===== src/rtl/regfile_scoreboard_pkg.sv =====
`default_nettype none
// ============================================================================
// Module   : regfile_scoreboard_pkg
// Purpose  : Shared sizing constants and types for the register file with
//            in-flight-write scoreboard.
// Contents : DATA_W, NUM_REGS, REG_SEL_W, SB_CNT_W, SB_CNT_MAX,
//            data_t (register word), sel_t (register select),
//            cnt_t (scoreboard counter).
// Revision : 1.0 - initial release
// ============================================================================
package regfile_scoreboard_pkg;

  localparam int DATA_W    = 16;
  localparam int NUM_REGS  = 8;
  localparam int REG_SEL_W = $clog2(NUM_REGS);
  localparam int SB_CNT_W  = 2;

  typedef logic [DATA_W-1:0]    data_t;
  typedef logic [REG_SEL_W-1:0] sel_t;
  typedef logic [SB_CNT_W-1:0]  cnt_t;

  // Deepest number of writes that may be in flight to one register.
  localparam cnt_t SB_CNT_MAX = cnt_t'(3);

endpackage : regfile_scoreboard_pkg
`default_nettype wire


===== src/rtl/regfile_scoreboard_sb_counter.sv =====
`default_nettype none
// ============================================================================
// Module   : sb_counter
// Purpose  : Saturating up/down counter tracking in-flight writes to a single
//            register. Flags an error pulse on overflow or underflow attempts.
// Ports    : clk, rst      - clock, synchronous active-high reset
//            inc           - one more write issued to this register
//            dec           - one write retired from this register
//            cnt           - current in-flight count
//            busy          - count is non-zero
//            err           - this cycle's update would over/underflow
//                            (combinational pulse; counter holds instead)
// Revision : 1.0 - initial release
// ============================================================================
module sb_counter
  import regfile_scoreboard_pkg::*;
(
  input  logic clk,
  input  logic rst,
  input  logic inc,
  input  logic dec,
  output cnt_t cnt,
  output logic busy,
  output logic err
);

  cnt_t cnt_q;
  cnt_t cnt_d;

  always_comb begin
    cnt_d = cnt_q;
    err   = 1'b0;
    if (inc && !dec) begin
      if (cnt_q == SB_CNT_MAX) begin
        err = 1'b1;
      end else begin
        cnt_d = cnt_q + 1'b1;
      end
    end else if (dec && !inc) begin
      if (cnt_q == '0) begin
        err = 1'b1;
      end else begin
        cnt_d = cnt_q - 1'b1;
      end
    end
    // inc && dec: one issue and one retire cancel out.
  end

  always_ff @(posedge clk) begin
    if (rst) begin
      cnt_q <= '0;
    end else begin
      cnt_q <= cnt_d;
    end
  end

  assign cnt  = cnt_q;
  assign busy = (cnt_q != '0);

endmodule : sb_counter
`default_nettype wire


===== src/rtl/regfile_scoreboard.sv =====
`default_nettype none
// ============================================================================
// Module   : regfile_scoreboard
// Purpose  : 8 x 16-bit architectural register file with one write-back port,
//            two combinational decode read ports, and a per-register
//            scoreboard of in-flight writes that drives a hazard stall.
// Ports    : clk, rst                     - clock, sync active-high reset
//            read1RegSel/read1Use/read1Data - source operand 1
//            read2RegSel/read2Use/read2Data - source operand 2
//            writeRegSel/writeData/writeEn  - write-back (retires one write)
//            issueEn/issueRegSel            - decode issues a destination
//            hazardStall                    - a used source is still pending
//            sbErr                          - sticky over/underflow flag
// Config   : RF_BYPASS_EN - when defined, the write-back value is forwarded
//            to the read ports in the same cycle, and the last pending write
//            of a register no longer causes a stall while it retires.
// Revision : 1.0 - initial release
// ============================================================================
module regfile_scoreboard
  import regfile_scoreboard_pkg::*;
(
  input  logic              clk,
  input  logic              rst,
  input  logic [2:0]        read1RegSel,
  input  logic [2:0]        read2RegSel,
  input  logic              read1Use,
  input  logic              read2Use,
  output logic [DATA_W-1:0] read1Data,
  output logic [DATA_W-1:0] read2Data,
  input  logic [2:0]        writeRegSel,
  input  logic [DATA_W-1:0] writeData,
  input  logic              writeEn,
  input  logic              issueEn,
  input  logic [2:0]        issueRegSel,
  output logic              hazardStall,
  output logic              sbErr
);

  // --------------------------------------------------------------------------
  // Register storage
  // --------------------------------------------------------------------------
  data_t regs_q [NUM_REGS];
  data_t regs_d [NUM_REGS];

  always_comb begin
    for (int i = 0; i < NUM_REGS; i++) begin
      regs_d[i] = regs_q[i];
    end
    if (writeEn) begin
      regs_d[writeRegSel] = writeData;
    end
  end

  always_ff @(posedge clk) begin
    if (rst) begin
      for (int i = 0; i < NUM_REGS; i++) begin
        regs_q[i] <= '0;
      end
    end else begin
      for (int i = 0; i < NUM_REGS; i++) begin
        regs_q[i] <= regs_d[i];
      end
    end
  end

  // --------------------------------------------------------------------------
  // Read ports
  // --------------------------------------------------------------------------
  always_comb begin
    read1Data = regs_q[read1RegSel];
    read2Data = regs_q[read2RegSel];
`ifdef RF_BYPASS_EN
    if (writeEn && (writeRegSel == read1RegSel)) begin
      read1Data = writeData;
    end
    if (writeEn && (writeRegSel == read2RegSel)) begin
      read2Data = writeData;
    end
`endif
  end

  // --------------------------------------------------------------------------
  // Scoreboard
  // --------------------------------------------------------------------------
  logic [NUM_REGS-1:0] w_busy;
  logic [NUM_REGS-1:0] w_pend;
  logic [NUM_REGS-1:0] w_cnt_err;
  cnt_t                w_cnt [NUM_REGS];

  for (genvar r = 0; r < NUM_REGS; r++) begin : g_sb
    logic w_inc;
    logic w_dec;
    logic w_retire_last;

    assign w_inc = issueEn && (issueRegSel == sel_t'(r));
    assign w_dec = writeEn && (writeRegSel == sel_t'(r));

    sb_counter u_sb_counter (
      .clk  (clk),
      .rst  (rst),
      .inc  (w_inc),
      .dec  (w_dec),
      .cnt  (w_cnt[r]),
      .busy (w_busy[r]),
      .err  (w_cnt_err[r])
    );

`ifdef RF_BYPASS_EN
    // The only outstanding write is retiring right now and its data is
    // forwarded onto the read port, so the operand is already available.
    assign w_retire_last = w_dec && (w_cnt[r] == cnt_t'(1));
`else
    assign w_retire_last = 1'b0;
`endif

    assign w_pend[r] = w_busy[r] && !w_retire_last;
  end

  assign hazardStall = (read1Use && w_pend[read1RegSel]) ||
                       (read2Use && w_pend[read2RegSel]);

  // --------------------------------------------------------------------------
  // Sticky error flag
  // --------------------------------------------------------------------------
  logic sb_err_q;
  logic sb_err_d;

  always_comb begin
    sb_err_d = sb_err_q | (|w_cnt_err);
  end

  always_ff @(posedge clk) begin
    if (rst) begin
      sb_err_q <= 1'b0;
    end else begin
      sb_err_q <= sb_err_d;
    end
  end

  assign sbErr = sb_err_q;

endmodule : regfile_scoreboard
`default_nettype wire


===== config.mk =====
export PLATFORM = sky130hd
export DESIGN_NAME = regfile_scoreboard
export DESIGN_NICKNAME = d
export VERILOG_FILES = /design/src/rtl/regfile_scoreboard_pkg.sv /design/src/rtl/regfile_scoreboard_sb_counter.sv /design/src/rtl/regfile_scoreboard.sv
export SDC_FILE = /design/constraint.sdc
export NUM_CORES = 1
export LEC_CHECK = 0
export CAP_MARGIN = 10
export CORE_UTILIZATION = 28
export CTS_CLUSTER_SIZE = 24
export DETAILED_ROUTE_END_ITERATION = 12
export GPL_ROUTABILITY_DRIVEN = 0
export SLEW_MARGIN = 20
export SYNTH_ARGS = -nofsm -noshare
export SYNTH_HDL_FRONTEND = slang
export SYNTH_HIERARCHICAL = 1
export SYNTH_SLANG_ARGS = --single-unit

===== constraint.sdc =====
create_clock -name clk -period 2.6 [get_ports clk]
set_input_delay 0.65 -clock clk [delete_from_list [all_inputs] [get_ports clk]]
set_output_delay 0.65 -clock clk [all_outputs]
set_load 0.02 [all_outputs]

==> run metrics, run 1 <==
Ys Warns 6; outcome finished with violations; clk slew on worst S/H paths approximately 60 ps; worst vdd ir roughly 0.27 mV; Port Buffers 67; CP peak stage delay ~500 ps; RSZ-0062 raised after global routing yes; Leak Pwr between 3 and 4 nW; adder-cell share of the synthesized area 2.52%; HPWL after DPL 16300 µm; WL met2 12800 µm; Mapped Nets 926; largest family of logic cells by synthesized area multiplexers; max_cap viols 0; metal3 WL approximately 1200 µm; WL met1 10200 µm; I/O Pins 68; Die W 171 µm; worst path cell trace buf_8 > bufbuf_16 > mux4_2 > mux2_4 > buf_4; CTS Root Cell clkbuf_16; slowest CP cell mux4_2; #FFs+latches synth 145; Netlist Area Pre-Place 0.00796 mm²; Pre-antenna DRT Iters 5; CP required 1950 ps; clock tree buffer depth 2; Setup TNS Final -310 ps; Rel. slew slack 73.9%; WS Path Type in -> out; Post-Synth Simple-Gate Area 17.6%; Tightest Pin Transition 391 ps; critical path arrival 2030 ps; DRT Wirelength roughly 25000 µm; # rows just over 60; CTS tree yes; Starting Density 28.6%; multiplexer share of the synthesized area 24.7%; clk_skew 6.52 ps; Final WS setup -75.8 ps; max-slew violation count 0; fin crit share 103%; initial antenna violation count 3; largest net degree at the start of global routing 83; Min-Delay Path Class reg -> reg; dpl cell area 0.00933 mm²; Tot GR Track Use ~18%; FFs w/ async S/R, synth 0%; f_max approximately 370 MHz; Clk Latency, worst-skew pair 430 ps; Vias 6759; startpoint types primary input; failing checks negative setup slack; Sink Count 145; layout cells sized above 1 between 20% and 30%; via density per instance 4.99; total gr overflow 0; top sig layer met4; crit path max fanout 7; final net count 1010; cts hold-fix bufs 0; hold slack roughly 470 ps; post-synth cell types 37; pwr dens 566 mW/mm²; post-place setup slack -565 ps; compound-cell area share of the yosys netlist 12.7%; cts bufs inserted 17; count of final setup violators 5; final instance area between 0.01 and 0.015 mm²; Final min period between 2000 and 3000 ps; Routed Antenna Nets 0; Avg Synthesized Cell Area 9.09 µm²; DIE HEIGHT 171 µm; DR DRC count 0; final core utilization 36.1%; Final Hold Fails 0; Post-synth EDFFs 0; first-pass GRT wire length 38300 µm; Layout Area Growth over Synthesis 26.2%; Crit. End Element output pin; register area share after synthesis 36.5%; Core Region between 0.02 and 0.03 mm²; delay-heaviest family, CP multiplexers; Routed wire per std cell 18.5 µm; vias in the first global route 6681; DRT iter0 DRCs 608; Synth Instances just under 900; Die ar. 0.0291 mm²; H-tree depth 4; buffers plus inverters on the worst setup path 3; XOR/XNOR Fraction of Synth Area 0%; Top FF cell, synth dfxtp_1
==> power breakdown <==
part,switching (mW),internal [mW]
logic,0.338,0.287
clock network,1.05,1.72
registers,0.0313,2.27
total,1.42,4.27
==> cell type report <==
class / instances / area [µm²]
fill: 2817 / 17800
inverter: 26 / 103
clock inverter: 14 / 226
timing repair buffer: 139 / 1290
multi-input combinational: 631 / 4610
antenna: 3 / 7.51
sequential: 145 / 2900
clock buffer: 18 / 429
tap: 378 / 473
==> worst paths after layout <==
| check | from | cells past startpoint | to | slack (ps) |
|---|---|---|---|---|
| worst max-delay path | read2RegSel[0] | 5 | read2Data[13] | -80 |
| worst min-delay path | regs_q[7][3] | 2 | regs_q[7][3] | 470 |
| worst max register to register | g_sb[1].u_sb_counter/cnt[0] | 6 | sbErr | 1350 |
| worst min register to register | regs_q[7][3] | 2 | regs_q[7][3] | 470 |
==> sequential cells by signal, summed over array words and instances (netlist names) <==
register               count
g_sb.u_sb_counter/cnt     16
regs_q                   128
sbErr                      1
==> per-stage QoR <==
stage / power (mW) / std cells
after global routing: 5.86 / 1354
after CTS: 5.72 / 1351
after floorplan: 2.70 / 876
after global placement: 2.94 / 1314
final: 5.69 / 1354
after detailed placement: 2.94 / 1314
==> cells in the final DEF (no fill, tap or decap), types with 4 or more instances in the layout <==
cell type        instances
buf_12                  10
o2bb2ai_1                8
clkinv_1                 4
o21ai_2                  8
mux2_2                  31
dfxtp_1                145
nand2_1                258
and2_4                   8
nor2_1                  16
clkbuf_16               17
inv_6                    4
a21oi_2                  9
nand2b_1                12
bufinv_16                5
buf_4                   61
a21oi_1                135
nor2b_2                  8
buf_2                   29
o21ai_0                 16
clkinv_4                 4
ha_1                    16
mux4_2                  66
clkdlybuf4s50_1         27
inv_1                   18
or2_1                    5
mux2i_1                 10
==> synth_stat cells, types with 2 or more instances <==
cell type    n  area, µm²
ha_1        16        200
nand4b_1     3       26.3
o21ai_0     16       80.1
nor2_1      16       60.1
o21ai_2      8       70.1
mux2_2      34        383
nand2b_1    12       75.1
nand2_1    258        968
a21oi_1    135        676
buf_2       31        155
o22ai_1      2       12.5
a21oi_2      9       78.8
mux4_2      66       1490
nor3_1       3       15.0
mux2i_1     10        100
and2_4       8       70.1
inv_2        3       11.3
dfxtp_1    145       2900
o2bb2ai_1    8       70.1
nor2b_2      8       70.1
buf_1        2       7.51
nor2b_1      2       12.5
clkinv_1     4       15.0
inv_1       18       67.6
nand4bb_1    3       33.8
or2_1        8       50.1
buf_4        9       67.6
clkbuf_1    30        113
==> cells by family after synthesis <==
kind of cell,count (synthesis)
muxes,110
adders and majority gates,16
AOI/OAI and AO/OA,181
DFF,145
and+or+nand+nor,324
buffers and inverters,100
==> worst min-delay path, cell delays in order, from the launching register on <==
cell and delay [ps]:
dfxtp_1 310, nand2_1 50, a21oi_1 50
==> what timing repair did <==
action | in CTS | in global routing
setup endpoints to repair | 33 | 8
setup buffers | 1 | 0
gates cloned | 4 | 0
gates resized for setup | 159 | 6
==> metal layers <==
| metal | global-route usage, % | vias to the layer above |
|---|---|---|
| met5 | 0 | - |
| met4 | 9.75 | 0 |
| met3 | 3.15 | 62 |
| met2 | 30.3 | 210 |
| met1 | 20.8 | 3276 |
| li1 | - | 3211 |
Note: power is estimated with default switching activity, not from simulation.
==> run 2, diff against run 1 <==
CORE_ASPECT_RATIO = 0.75   (was default)
==> run 2 against run 1 <==
Against the previous run:
- the flow now finishes without violations
- critical path depth is the same
- die area about the same
- combinational power is 4.2% higher
- total power is 4.5% lower
- clock-buffer cell count unchanged
- sequential power about the same
- clock skew is 1.2 ps higher
- clock power down 10%
- core utilization increased by 0.16 points
- maximum frequency is 4.2% higher
- register-to-register slack is essentially flat
- critical endpoint is now read1Data[9]
- largest cell class unchanged
- highest routed layer unchanged
==> run metrics, run 2 (synthesis gave the netlist of run 1 again) <==
top sig layer met4; startpoint types primary input; CTS Root Cell clkbuf_16; Clk Latency, worst-skew pair 440 ps; Starting Density ~28%; cts hold-fix bufs 0; Vias just under 7000; Final Hold Fails 0; Setup TNS Final 0 ps; Port Buffers 67; Sw Ratio 28.3%; clk slew on worst S/H paths 60 ps; H-tree depth 4; worst path cell trace buf_12 > buf_12 > mux4_2 > mux2_2 > buf_2; via density per instance approximately 5.0; count of final setup violators 0; Comb power frac 12.0%; vias in the first global route 6620; Pint 3.89 mW; # rows between 50 and 60; Die W between 150 and 200 µm; Routed Antenna Nets 0; crit path max fanout 6; Core Region about 0.028 mm²; Min-Delay Path Class in -> reg; critical path arrival 1920 ps; CP peak stage delay 520 ps; fin crit share 98.7%; post-place setup slack -542 ps; Tot Pwr 5.43 mW; clock tree buffer depth 2; metal3 WL 1490 µm; placed insts roughly 1300; max reg flops 128; I/O Pins 68; Layout Area Growth over Synthesis 27.4%; CP required 1950 ps; f_max 390 MHz; DIE HEIGHT roughly 150 µm; Largest Register regs_q; worst vdd ir 0.485 mV; Final WS setup 33.0 ps; Sink Count 145; Reg power frac 42.3%; first-pass GRT wire length around 38000 µm; RSZ-0062 raised after global routing yes; layout cells sized above 1 29.7%; DRT iter0 DRCs 640; WS Path Type in -> out; commonest non-fill, non-tap cell in the layout nand2_1; WL met2 12100 µm; slowest CP cell mux4_2; cts bufs inserted 17; largest net degree at the start of global routing 85; clock network fraction of total power 45.7%; Tot GR Track Use 17.7%; CTS tree yes; final cell count without fillers ~1400; Pre-antenna DRT Iters 6; max-slew violation count 0; Leak Pwr 3.65 nW; DR DRC count 0; commonest non-fill, non-tap cells in the layout nand2_1, dfxtp_1, a21oi_1; Final min period between 2000 and 3000 ps; FILL cells 2818; initial antenna violation count 4; Top cell by count, worst path buf_12; pwr dens between 500 and 600 mW/mm²; final net count roughly 1000; Switch Pwr 1.54 mW; HPWL after DPL approximately 16000 µm; Die ar. 0.0291 mm²; Tightest Pin Transition 437 ps; WL met1 10600 µm; Routed wire per std cell 18.3 µm; outcome finished clean; max_cap viols 0; total gr overflow 0; Crit. End Element output pin; DRT Wirelength around 25000 µm; clk_skew 7.77 ps; Rel. slew slack 70.9%
-- run 2: changes by cell type in the layout (fill, tap and decap cells not counted), moves of 2 or more --
cell        previous run  this run
buf_12                10        17
buf_16                 2         4
buf_4                 61        63
buf_8                  3         0
bufinv_16              5         0
clkinv_4               4         1
clkinv_8               0         2
clkinvlp_4             2         0
inv_8                  0         7
mux2_2                31        27
mux2_4                 3         7
-- run 2: cell type report --
| type | count | area, µm² | share of cell area [%] |
|---|---|---|---|
| antenna | 4 | 10.0 | 0.0988 |
| clock buffer | 18 | 439 | 4.33 |
| clock inverter | 14 | 155 | 1.53 |
| inverter | 26 | 103 | 1.01 |
| multi-input combinational | 631 | 4630 | 45.7 |
| sequential | 145 | 2900 | 28.7 |
| tap | 385 | 482 | 4.75 |
| timing repair buffer | 145 | 1410 | 13.9 |
-- run 2: path summary, 6_finish.rpt --
| path | slack, ps | from | end | cells after the start |
|---|---|---|---|---|
| min reg2reg | 470 | regs_q[3][15] | regs_q[3][15] | 2 |
| max | 30 | read1RegSel[0] | read1Data[9] | 5 |
| min | 460 | rst | g_sb[6].u_sb_counter/cnt[0] | 2 |
| max reg2reg | 1350 | g_sb[0].u_sb_counter/cnt[1] | sbErr | 5 |
-- run 2: repair_timing --
action,4_1_cts,5_1_grt
gates cloned,5,0
setup buffers,4,0
setup endpoints to repair,33,14
resized for setup,156,16
-- run 2: through the flow --
step	instance area (µm²)	hold WS, ps	util, %
2_1_floorplan	7970	443	-
3_3_place_gp	9410	450	33.6
3_5_place_dp	9410	457	33.6
4_1_cts	10100	448	36.0
5_1_grt	10100	467	36.2
6_report	10100	457	36.2
-- run 2: worst max-delay path, delay by kind of cell --
| kind | cells | cell delay, ps |
|---|---|---|
| buffers and inverters | 3 | 440 |
| muxes | 2 | 810 |
-- run 2: power groups by stage --
| stage | registers (mW) | logic, mW | clock network [mW] |
|---|---|---|---|
| floorplan | 2.34 | 0.363 | 0 |
| detailed placement | 2.35 | 0.610 | 0 |
| finish | 2.30 | 0.651 | 2.49 |
| global placement | 2.34 | 0.605 | 0 |
| global route | 2.30 | 0.690 | 2.61 |
| CTS | 2.29 | 0.644 | 2.51 |
-- run 2: per-layer routing --
| layer | vias up | track usage (%) |
|---|---|---|
| li1 | 3213 | - |
| met1 | 3328 | 22.1 |
| met2 | 247 | 29.5 |
| met3 | 50 | 2.97 |
| met4 | 0 | 8.64 |
| met5 | - | 0 |
==> run 3, diff against run 2 <==
GPL_TIMING_DRIVEN = 0   (was default)
SKIP_LAST_GASP = 1   (was default)
==> run 3 against run 2 <==
Against the previous run:
- total power is 2.9% lower
- hold slack better by 7.1 ps
- critical path depth is 1 higher
- critical path type unchanged
- cell count shrank 0.95%
- largest cell class unchanged
- the flow now finishes with violations (negative setup slack)
==> run metrics, run 3 (synthesis gave the netlist of run 1 again) <==
Vias 6866; Port Buffers 41; Pre-antenna DRT Iters 5; Largest Register regs_q; max_cap viols 0; Min-Delay Path Class reg -> reg; Routed Antenna Nets 0; startpoint types primary input; failing checks negative setup slack; DR DRC count 0; Sink Count 145; CTS tree yes; Leak Pwr ~3.5 nW; Tot Pwr approximately 5.3 mW; DIE HEIGHT between 100 and 150 µm; WS Path Type in -> out; Clk Latency, worst-skew pair 430 ps; first-pass GRT wire length approximately 38000 µm; total gr overflow 0; FILL cells 2847; Starting Density ~28%; I/O Pins 68; gr busiest metal met2; vias in the first global route 6501; worst vdd ir 0.481 mV; Rel. slew slack 46.9%; count of final setup violators 12; critical path arrival roughly 2000 ps; CTS Root Cell clkbuf_16; Routed wire per std cell 18.5 µm; Layout Area Growth over Synthesis 25.2%; Final Hold Fails 0; RSZ-0062 raised after global routing yes; final net count 1007; max reg flops roughly 130; commonest non-fill, non-tap cells in the layout nand2_1, dfxtp_1, a21oi_1; outcome finished with violations; Final min period around 2700 ps; max-slew violation count 0; DRT Wirelength 25100 µm; met3 GRT Util between 2 and 3%; fin crit share 103%; Final WS setup -67.0 ps; Crit. End Element output pin; post-place setup slack -931 ps; Tightest Pin Transition 797 ps; final core utilization 35.6%; commonest non-fill, non-tap cell in the layout nand2_1; diodes inserted 0; hold slack 464 ps; CP required 1950 ps; layout cells sized above 1 a little under 30%; # rows 53; clk_skew about 3.4 ps; pwr dens ~530 mW/mm²; DRT iter0 DRCs 620; crit path max fanout 5; HPWL after DPL 17900 µm; cts bufs inserted 17; f_max 375 MHz; met2 usage 28.2%; largest net degree at the start of global routing 20; H-tree depth 4; initial antenna violation count 0; via density per instance 5.07; final cell count without fillers about 1400; clock tree buffer depth 2; Die W 197 µm; Tot GR Track Use 17.6%; clk slew on worst S/H paths 60 ps; Die ar. approximately 0.029 mm²; placed insts 1302; grt met1 use 23.6%; Core Region 0.0280 mm²
## run 3: metrics by stage
step	TNS, ps	cell area, µm²
after floorplan	0	7970
after global placement	-68390	8870
after detailed placement	-74860	8870
after CTS	-850	9840
after global routing	-709	9960
final	-398	9960
## run 3: critical path, stage by stage
cell and delay, ps:
buf_16 120, buf_8 110, buf_12 120, mux4_2 550, mux2_4 320, buf_6 140
## run 3: routing by layer
metal	share of wire (%)	vias up
met5	0	-
met3	6.8	47
met1	42	3382
met2	48	237
li1	-	3200
met4	3.2	0
## run 3: where the power goes
part | internal, mW | switching, mW
Clock | 1.25 | 1.08
Combinational | 0.292 | 0.361
Sequential | 2.27 | 0.0325
Total | 3.80 | 1.47
## run 3: area by class of cell
type	count	area, µm²	share of cell area, %
clock buffer	17	425	4.27
clock inverter	15	124	1.24
buffer	74	599	6.01
inverter	26	103	1.03
tap	385	482	4.83
sequential	145	2910	29.2
timing repair buffer	62	642	6.44
multi-input combinational	631	4680	47.0
## run 3: worst paths after layout
check                                     end  slack, ps                   startpoint  cells after the start
worst max-delay path             read1Data[9]        -70               read1RegSel[0]                      6
worst min-delay path            regs_q[6][12]        460                regs_q[6][12]                      2
worst max register to register          sbErr       1220  g_sb[4].u_sb_counter/cnt[1]                      4
worst min register to register  regs_q[6][12]        460                regs_q[6][12]                      2
## run 3: repair_timing
item | 4_1_cts | 5_1_grt
setup buffers | 16 | 1
hold buffers | 0 | 0
cloned | 4 | 0
endpoints found under the hold margin | 0 | 0
setup endpoints to repair | 57 | 35
resized for setup | 219 | 44
pin swaps | 4 | 2
